[config.mk]
export PLATFORM = sky130hd
export DESIGN_NAME = uart_tx_arbiter
export DESIGN_NICKNAME = d
export VERILOG_FILES = /design/src/rtl/uart_tx_arbiter.sv
export SDC_FILE = /design/constraint.sdc
export NUM_CORES = 1
export LEC_CHECK = 0
export CAP_MARGIN = 30
export CORE_UTILIZATION = 39
export CTS_BUF_LIST = sky130_fd_sc_hd__clkbuf_8
export CTS_CLUSTER_DIAMETER = 100
export DETAILED_ROUTE_END_ITERATION = 10
export PLACE_DENSITY = 0.82
export SYNTH_ARGS = -nofsm -noshare
export SYNTH_HDL_FRONTEND = slang
export SYNTH_SLANG_ARGS = --single-unit
[constraint.sdc]
create_clock -name clk -period 2.5 [get_ports clk]
set_clock_uncertainty 0.2 [all_clocks]
set_input_delay 0.25 -clock clk [delete_from_list [all_inputs] [get_ports clk]]
set_output_delay 0.25 -clock clk [all_outputs]
set_load 0.01 [all_outputs]
[src/rtl/uart_tx_arbiter.sv]
// Round-robin, packet-granular arbiter sharing one UART TX byte interface among NREQ requesters.
// Define UART_ARB_TIMEOUT_EN to build the stall timeout that revokes a grant (pulses abort).
module uart_tx_arbiter #(
    parameter int unsigned NREQ           = 4,
    parameter int unsigned TIMEOUT_CYCLES = 24_000
) (
    input  logic              clk,
    input  logic              n_reset,
    input  logic [NREQ-1:0]   req_valid,
    input  logic [8*NREQ-1:0] req_data,
    input  logic [NREQ-1:0]   req_last,
    output logic [NREQ-1:0]   req_ready,
    output logic              tx_valid,
    output logic [7:0]        tx_data,
    input  logic              tx_ready,
    output logic [NREQ-1:0]   grant,
    output logic              busy,
    output logic              abort
);
    localparam int unsigned IW = $clog2(NREQ);

    if (NREQ < 2 || NREQ > 8 || TIMEOUT_CYCLES < 2) begin : g_param_check
        $error("uart_tx_arbiter: parameter out of range");
    end

    typedef enum logic [0:0] {StIdle, StStream} state_e;

    state_e          state_q, state_d;
    logic [NREQ-1:0] grant_q, grant_d;
    logic [IW-1:0]   rr_ptr_q, rr_ptr_d;
    logic            tx_valid_q, tx_valid_d;
    logic [7:0]      tx_data_q, tx_data_d;

    logic [IW-1:0]   gidx;
    logic [IW-1:0]   pick;
    logic [IW-1:0]   cand;
    logic [IW-1:0]   next_ptr;
    logic            any_valid;
    logic            tx_free;
    logic            accept;
    logic [7:0]      sel_data;
    logic            sel_last;
    logic            timeout;

    always_comb begin
        gidx = '0;
        for (int i = 0; i < NREQ; i++) begin
            if (grant_q[i]) gidx = IW'(i);
        end
    end

    // First active requester at or above rr_ptr, wrapping around.
    always_comb begin
        any_valid = 1'b0;
        pick      = '0;
        cand      = '0;
        for (int k = 0; k < NREQ; k++) begin
            cand = IW'((int'(rr_ptr_q) + k) % NREQ);
            if (!any_valid && req_valid[cand]) begin
                any_valid = 1'b1;
                pick      = cand;
            end
        end
    end

    assign tx_free   = !tx_valid_q || tx_ready;
    assign req_ready = (state_q == StStream && tx_free) ? grant_q : '0;
    assign accept    = |(req_ready & req_valid);
    assign sel_data  = req_data[{gidx, 3'b000} +: 8];
    assign sel_last  = req_last[gidx];
    assign next_ptr  = IW'((int'(gidx) + 1) % NREQ);

    // The TX holding register runs independently of the FSM so a last byte can drain in IDLE.
    always_comb begin
        tx_valid_d = tx_valid_q;
        tx_data_d  = tx_data_q;
        if (accept) begin
            tx_valid_d = 1'b1;
            tx_data_d  = sel_data;
        end else if (tx_ready) begin
            tx_valid_d = 1'b0;
        end
    end

    always_comb begin
        state_d  = state_q;
        grant_d  = grant_q;
        rr_ptr_d = rr_ptr_q;
        unique case (state_q)
            StIdle: begin
                if (any_valid) begin
                    state_d = StStream;
                    grant_d = NREQ'(1) << pick;
                end
            end
            StStream: begin
                if ((accept && sel_last) || timeout) begin
                    state_d  = StIdle;
                    grant_d  = '0;
                    rr_ptr_d = next_ptr;
                end
            end
            default: state_d = StIdle;
        endcase
    end

    always_ff @(posedge clk or negedge n_reset) begin
        if (!n_reset) begin
            state_q    <= StIdle;
            grant_q    <= '0;
            rr_ptr_q   <= '0;
            tx_valid_q <= 1'b0;
            tx_data_q  <= 8'h00;
        end else begin
            state_q    <= state_d;
            grant_q    <= grant_d;
            rr_ptr_q   <= rr_ptr_d;
            tx_valid_q <= tx_valid_d;
            tx_data_q  <= tx_data_d;
        end
    end

`ifdef UART_ARB_TIMEOUT_EN
    localparam int unsigned CW = $clog2(TIMEOUT_CYCLES);

    logic [CW-1:0] cnt_q, cnt_d;
    logic          abort_q;

    // Only an absent owner counts; back-pressure from tx_ready holds the count.
    always_comb begin
        cnt_d   = cnt_q;
        timeout = 1'b0;
        if (state_q != StStream || accept) begin
            cnt_d = '0;
        end else if (!req_valid[gidx]) begin
            if (cnt_q == CW'(TIMEOUT_CYCLES - 1)) begin
                timeout = 1'b1;
                cnt_d   = '0;
            end else begin
                cnt_d = cnt_q + 1'b1;
            end
        end
    end

    always_ff @(posedge clk or negedge n_reset) begin
        if (!n_reset) begin
            cnt_q   <= '0;
            abort_q <= 1'b0;
        end else begin
            cnt_q   <= cnt_d;
            abort_q <= timeout;
        end
    end

    assign abort = abort_q;
`else
    assign timeout = 1'b0;
    assign abort   = 1'b0;
`endif

    assign grant    = grant_q;
    assign busy     = (state_q == StStream);
    assign tx_valid = tx_valid_q;
    assign tx_data  = tx_data_q;

endmodule

==> flow_metrics.tcl, run 1 <==
set metrics [dict create \
    syn-cell-area_sq_um 1080 \
    synth_warnings 0 \
    topRoutingLayerUsed "met4" \
    wl_mm 3.20 \
    synth-seq-cells 16 \
    clkSlewWorstSetupHoldPaths_ps 60 \
    outcome "finished clean" \
    cp_common_cell "clkdlybuf4s50_1" \
    max_cap_viol_count 0 \
    maxSlewViolCount 0 \
    synth_top_area_share_pct 37.0 \
    critPathMaxStageDelay_ps 540 \
    grt_pass1_wl_mm 4.93 \
    synth_area_leaders "dfrtp_1 (37%), mux2i_1 (18%), a21oi_1 (6.0%), nand2_1 (4.2%), nor2_1 (3.8%)" \
    postCtsHoldBufs 0 \
    setup_tns_ps 0 \
    cts_setup_buffers 0 \
    r2r-start "grant[3]" \
    ys_seq_area_share_pct 37.0 \
    critPathKind "in -> out" \
    ys.flop_type "dfrtp_1" \
    pin_count 62 \
    routed-wl-met3_um 321 \
    wl_met1_mm 1.27 \
    yosysUniqueCellTypes 32 \
    clk_latency_ps 250 \
    peakVddDrop_mv 0.619 \
    post_drt_wl_per_cell_um 15.4 \
    ant_nets 0 \
    chipHeight_um 54.7 \
    drt_iter0_markers 15 \
    crit_fanout 6 \
    r2r_end "rr_ptr_q[0]" \
    hold_viol_final 0 \
    synthArstFlopShare_pct 100 \
    setup-violations-final 0 \
    grt_max_degree 21 \
    num_rows 18 \
    cts_buffer_depth 2 \
    drt_first_pass_iters 4 \
    startpoint_type "input port" \
    initial_core_util_pct 42.5 \
    synth_cells 121 \
    clock_sinks 16 \
    antenna_found_initial 0 \
    grt_pass1_vias 1134 \
    endpoint_kind "output pin" \
    layout_common_cells "clkdlybuf4s50_1 (60), mux2i_1 (19), dfrtp_1 (16), a21oi_1 (13), nand2_1 (12)" \
    cp.arrival_ps 1700 \
    p_leak_nw 0.695 \
    grt-ovfl-total 0 \
    synth_edf_count 0 \
    final_common_cell "clkdlybuf4s50_1" \
    nNetsFinal 222 \
    slew_headroom_pct 52.1 \
    min_period_over_period_pct 86.1 \
    hold_path_class "in -> async" \
    cp_slowest_cell "clkdlybuf4s50_1" \
    min_period_ps 2150 \
    cts_inserted_buffers 3 \
    wl_met2_mm 1.51 \
    antenna_cells 0 \
    syn_nets 164 \
    p_per_area_nw_per_um2 1010 \
    h-tree-depth 1 \
    ff2ff_setup_slack_ps 480 \
    tightest_slew_ps 716 \
    die_x_um 54.7 \
    path_cells "clkdlybuf4s50_1 > nand2b_1 > and3_1 > clkdlybuf4s50_1" \
    gp_congestion 0.845 \
    area_delta_synth_final_pct 60.4 \
    max_freq_mhz 465 \
    final_cells 208 \
    rsz0062_at_grt "no" \
    cts_resized 0 \
    fp.coreArea_sq_um 2540 \
    drc 0 \
    p_total_mw 1.76 \
    port_buffers 60 \
    vias_per_cell 5.60 \
    synth_top_cell_by_area "dfrtp_1" \
    hold_slack_ps 227 \
    syn_area_per_cell_sq_um 8.93 \
    dp_cells 204 \
    die_area_sq_um 2990 \
    cts-root-buf "clkbuf_8" \
    drive_gt1_share_pct 6.74 \
    num_vias 1164 \
    critPathRequiredTime_ps 2050 \
    r2r_cells 4 \
    cts_tree "yes" \
    hpwlAfterDp_mm 2.50 \
    grtUsageTotal_pct 23.9 \
]
==> sequential cells by signal (all words and copies together), names as in the netlist <==
register	count
tx_valid	1
grant	4
busy	1
tx_data	8
rr_ptr_q	2
==> logic make-up (layout without fill, tap and decap cells) <==
family          count (synthesis)  in the layout  synth area share [%]
other cells                     1              1                 0.347
simple gates                   33             33                  14.4
buf+inv                        16             73                  8.22
compound gates                 35             35                  21.1
mux                            20             20                  19.0
flops                          16             16                  37.0
==> layer usage <==
| layer | global-route usage (%) | vias up |
|---|---|---|
| met5 | 0 | - |
| met4 | 14.5 | 0 |
| met3 | 9.17 | 11 |
| met2 | 40.2 | 66 |
| met1 | 24.7 | 543 |
| li1 | - | 544 |
==> worst max-delay path by stage <==
| stage | endpoint | cells after the start | startpoint |
|---|---|---|---|
| 5_1_grt | req_ready[2] | 4 | tx_ready |
| 6_report | req_ready[1] | 4 | tx_ready |
| 2_1_floorplan | rr_ptr_q[0] | 7 | grant[1] |
| 4_1_cts | req_ready[2] | 4 | tx_ready |
| 3_3_place_gp | rr_ptr_q[0] | 5 | req_valid[0] |
| 3_5_place_dp | rr_ptr_q[0] | 5 | req_valid[0] |
==> Yosys cell counts, types with 3 or more instances <==
cell type,number
a21oi_1,13
inv_1,5
buf_6,3
o21ai_0,8
clkbuf_1,4
mux2i_1,19
dfrtp_1,16
nor2_1,11
nand2_1,12
and3_1,4
==> power by group <==
group,switching (mW),internal (mW),leakage [nW]
registers,0.113,0.378,0.187
clock network,0.0924,0.140,0.0288
logic,0.476,0.557,0.479
==> critical path, delay by kind of cell <==
kind | cells | cell delay [ps]
buf+inv | 2 | 1010
simple gates | 2 | 440
==> per-stage QoR <==
stage | setup WS, ps | cell area, sq um | util, %
2_1_floorplan | 548 | 1080 | -
3_3_place_gp | 272 | 1680 | 66.0
3_5_place_dp | 221 | 1680 | 66.0
4_1_cts | 363 | 1730 | 68.1
5_1_grt | 283 | 1730 | 68.1
6_report | 348 | 1730 | 68.1
==> layout make-up <==
class	count	area, sq um
clock buffer	4	55.1
tap	30	37.5
sequential	16	400
timing repair buffer	64	631
multi-input combinational	89	592
fill	219	811
inverter	5	18.8
Power figures use the tool's default switching activity.
==> run 2: changes to the inputs <==
- CORE_UTILIZATION: 39 -> 29
- CTS_CLUSTER_DIAMETER: 100 -> unset
- PLACE_DENSITY: 0.82 -> unset
==> flow_metrics.tcl, run 2 (same netlist as run 1, synthesis figures left out) <==
set metrics [dict create \
    clk_latency_ps 250 \
    setup-violations-final 0 \
    port_buffers 60 \
    grt_max_degree 24 \
    p_leak_nw 0.695 \
    antenna_found_initial 0 \
    h-tree-depth 1 \
    hold_path_class "in -> async" \
    max_freq_mhz 481 \
    hold_viol_final 0 \
    clkSlewWorstSetupHoldPaths_ps 60 \
    grt-ovfl-total 0 \
    pin_count 62 \
    die_x_um 63.1 \
    initial_core_util_pct 31.4 \
    cts-root-buf "clkbuf_8" \
    final-seq-area_sq_um 400 \
    drt_iter0_markers 48 \
    ant_nets 0 \
    final_common_cell "clkdlybuf4s50_1" \
    drc 0 \
    maxSlewViolCount 0 \
    startpoint_type "input port" \
    ff2ff_setup_slack_ps 470 \
    grt_pass1_vias 1082 \
    gp_congestion 0.875 \
    max_cap_viol_count 0 \
    r2r-start "grant[3]" \
    min_period_over_period_pct 83.1 \
    slew_headroom_pct 51.8 \
    cts_buffer_depth 2 \
    num_vias 1102 \
    cts_resized 0 \
    rsz0062_at_grt "no" \
    die_area_sq_um 3980 \
    drive_gt1_share_pct 6.74 \
    grt_pass1_wl_mm 4.85 \
    r2r_cells 4 \
    postCtsHoldBufs 0 \
    min_period_ps 2080 \
    drt_first_pass_iters 4 \
    nNetsFinal 222 \
    vias_per_cell 4.92 \
    hpwlAfterDp_mm 2.40 \
    fin_util_pct 51.0 \
    wl_mm 2.99 \
    crit_fanout 11 \
    fillers 350 \
    grtUsageTotal_pct 15.6 \
    area_delta_synth_final_pct 62.3 \
    antenna_cells 0 \
    r2r_end "rr_ptr_q[0]" \
    critPathKind "in -> reg" \
    num_rows 21 \
    outcome "finished clean" \
    crit_start "req_valid[0]" \
    post_drt_wl_per_cell_um 13.3 \
    peakVddDrop_mv 0.363 \
    crit_path_end "rr_ptr_q[0]" \
    clock_sinks 16 \
    cts_setup_buffers 0 \
    endpoint_kind "flip-flop" \
    chipHeight_um 63.1 \
    layout_common_cells "clkdlybuf4s50_1 (60), mux2i_1 (19), dfrtp_1 (16), a21oi_1 (13), nand2_1 (12)" \
    largest_register_ffs 8 \
    p_per_area_nw_per_um2 986 \
    critPathRequiredTime_ps 2430 \
    cp.arrival_ps 2010 \
    multiInputGateArea_sq_um 592 \
    cts_inserted_buffers 3 \
    setup_tns_ps 0 \
    cts_tree "yes" \
    fp.coreArea_sq_um 3440 \
    tightest_slew_ps 721 \
]
[run 2: cell counts in the layout (fill, tap and decap cells not counted)]
Identical to the previous run, type by type.
[run 2: cell type report]
| cell class | instances | area share (%) |
|---|---|---|
| tap | 46 | 3.28 |
| sequential | 16 | 22.8 |
| multi-input combinational | 89 | 33.7 |
| timing repair buffer | 64 | 35.9 |
| inverter | 5 | 1.07 |
| clock buffer | 4 | 3.14 |
[run 2: worst min-delay path by stage]
stage          cells after the start  slack, ps          end        from
6_report                           1        230     grant[3]     n_reset
5_1_grt                            1        280     tx_valid     n_reset
4_1_cts                            1        260  rr_ptr_q[0]     n_reset
3_5_place_dp                       2        320   tx_data[6]  tx_data[6]
3_3_place_gp                       2        310   tx_data[7]  tx_data[7]
2_1_floorplan                      0       -250         busy     n_reset
[run 2: stage by stage]
stage               setup slack, ps  cell area, sq um  instances  hold slack (ps)  total power, mW
finish                          422              1750        224              234             1.73
global route                    334              1750        224              277             1.87
CTS                             440              1750        224              257             1.74
detailed placement              173              1700        220              320             1.51
global placement                263              1700        220              306             1.50
floorplan                       548              1080        121             -246             1.11
[run 2: where the power goes]
part | leakage [nW] | total (mW) | switching [mW] | internal, mW
registers | 0.187 | 0.485 | 0.107 | 0.378
logic | 0.479 | 1.02 | 0.461 | 0.557
clock network | 0.0288 | 0.225 | 0.0858 | 0.140
[run 2: layer usage]
layer / wire length, um / vias to the layer above / GRT usage (%)
li1: - / 545 / -
met1: 1230 / 503 / 17.1
met2: 1490 / 50 / 27.7
met3: 243 / 4 / 4.53
met4: 26 / 0 / 6.69
met5: 0 / - / 0
[run 2: critical path, cell delays in order]
cell and delay (ps):
clkdlybuf4s50_1 570, a22o_1 180, o211a_1 370, and4_4 330
mux2_4 300
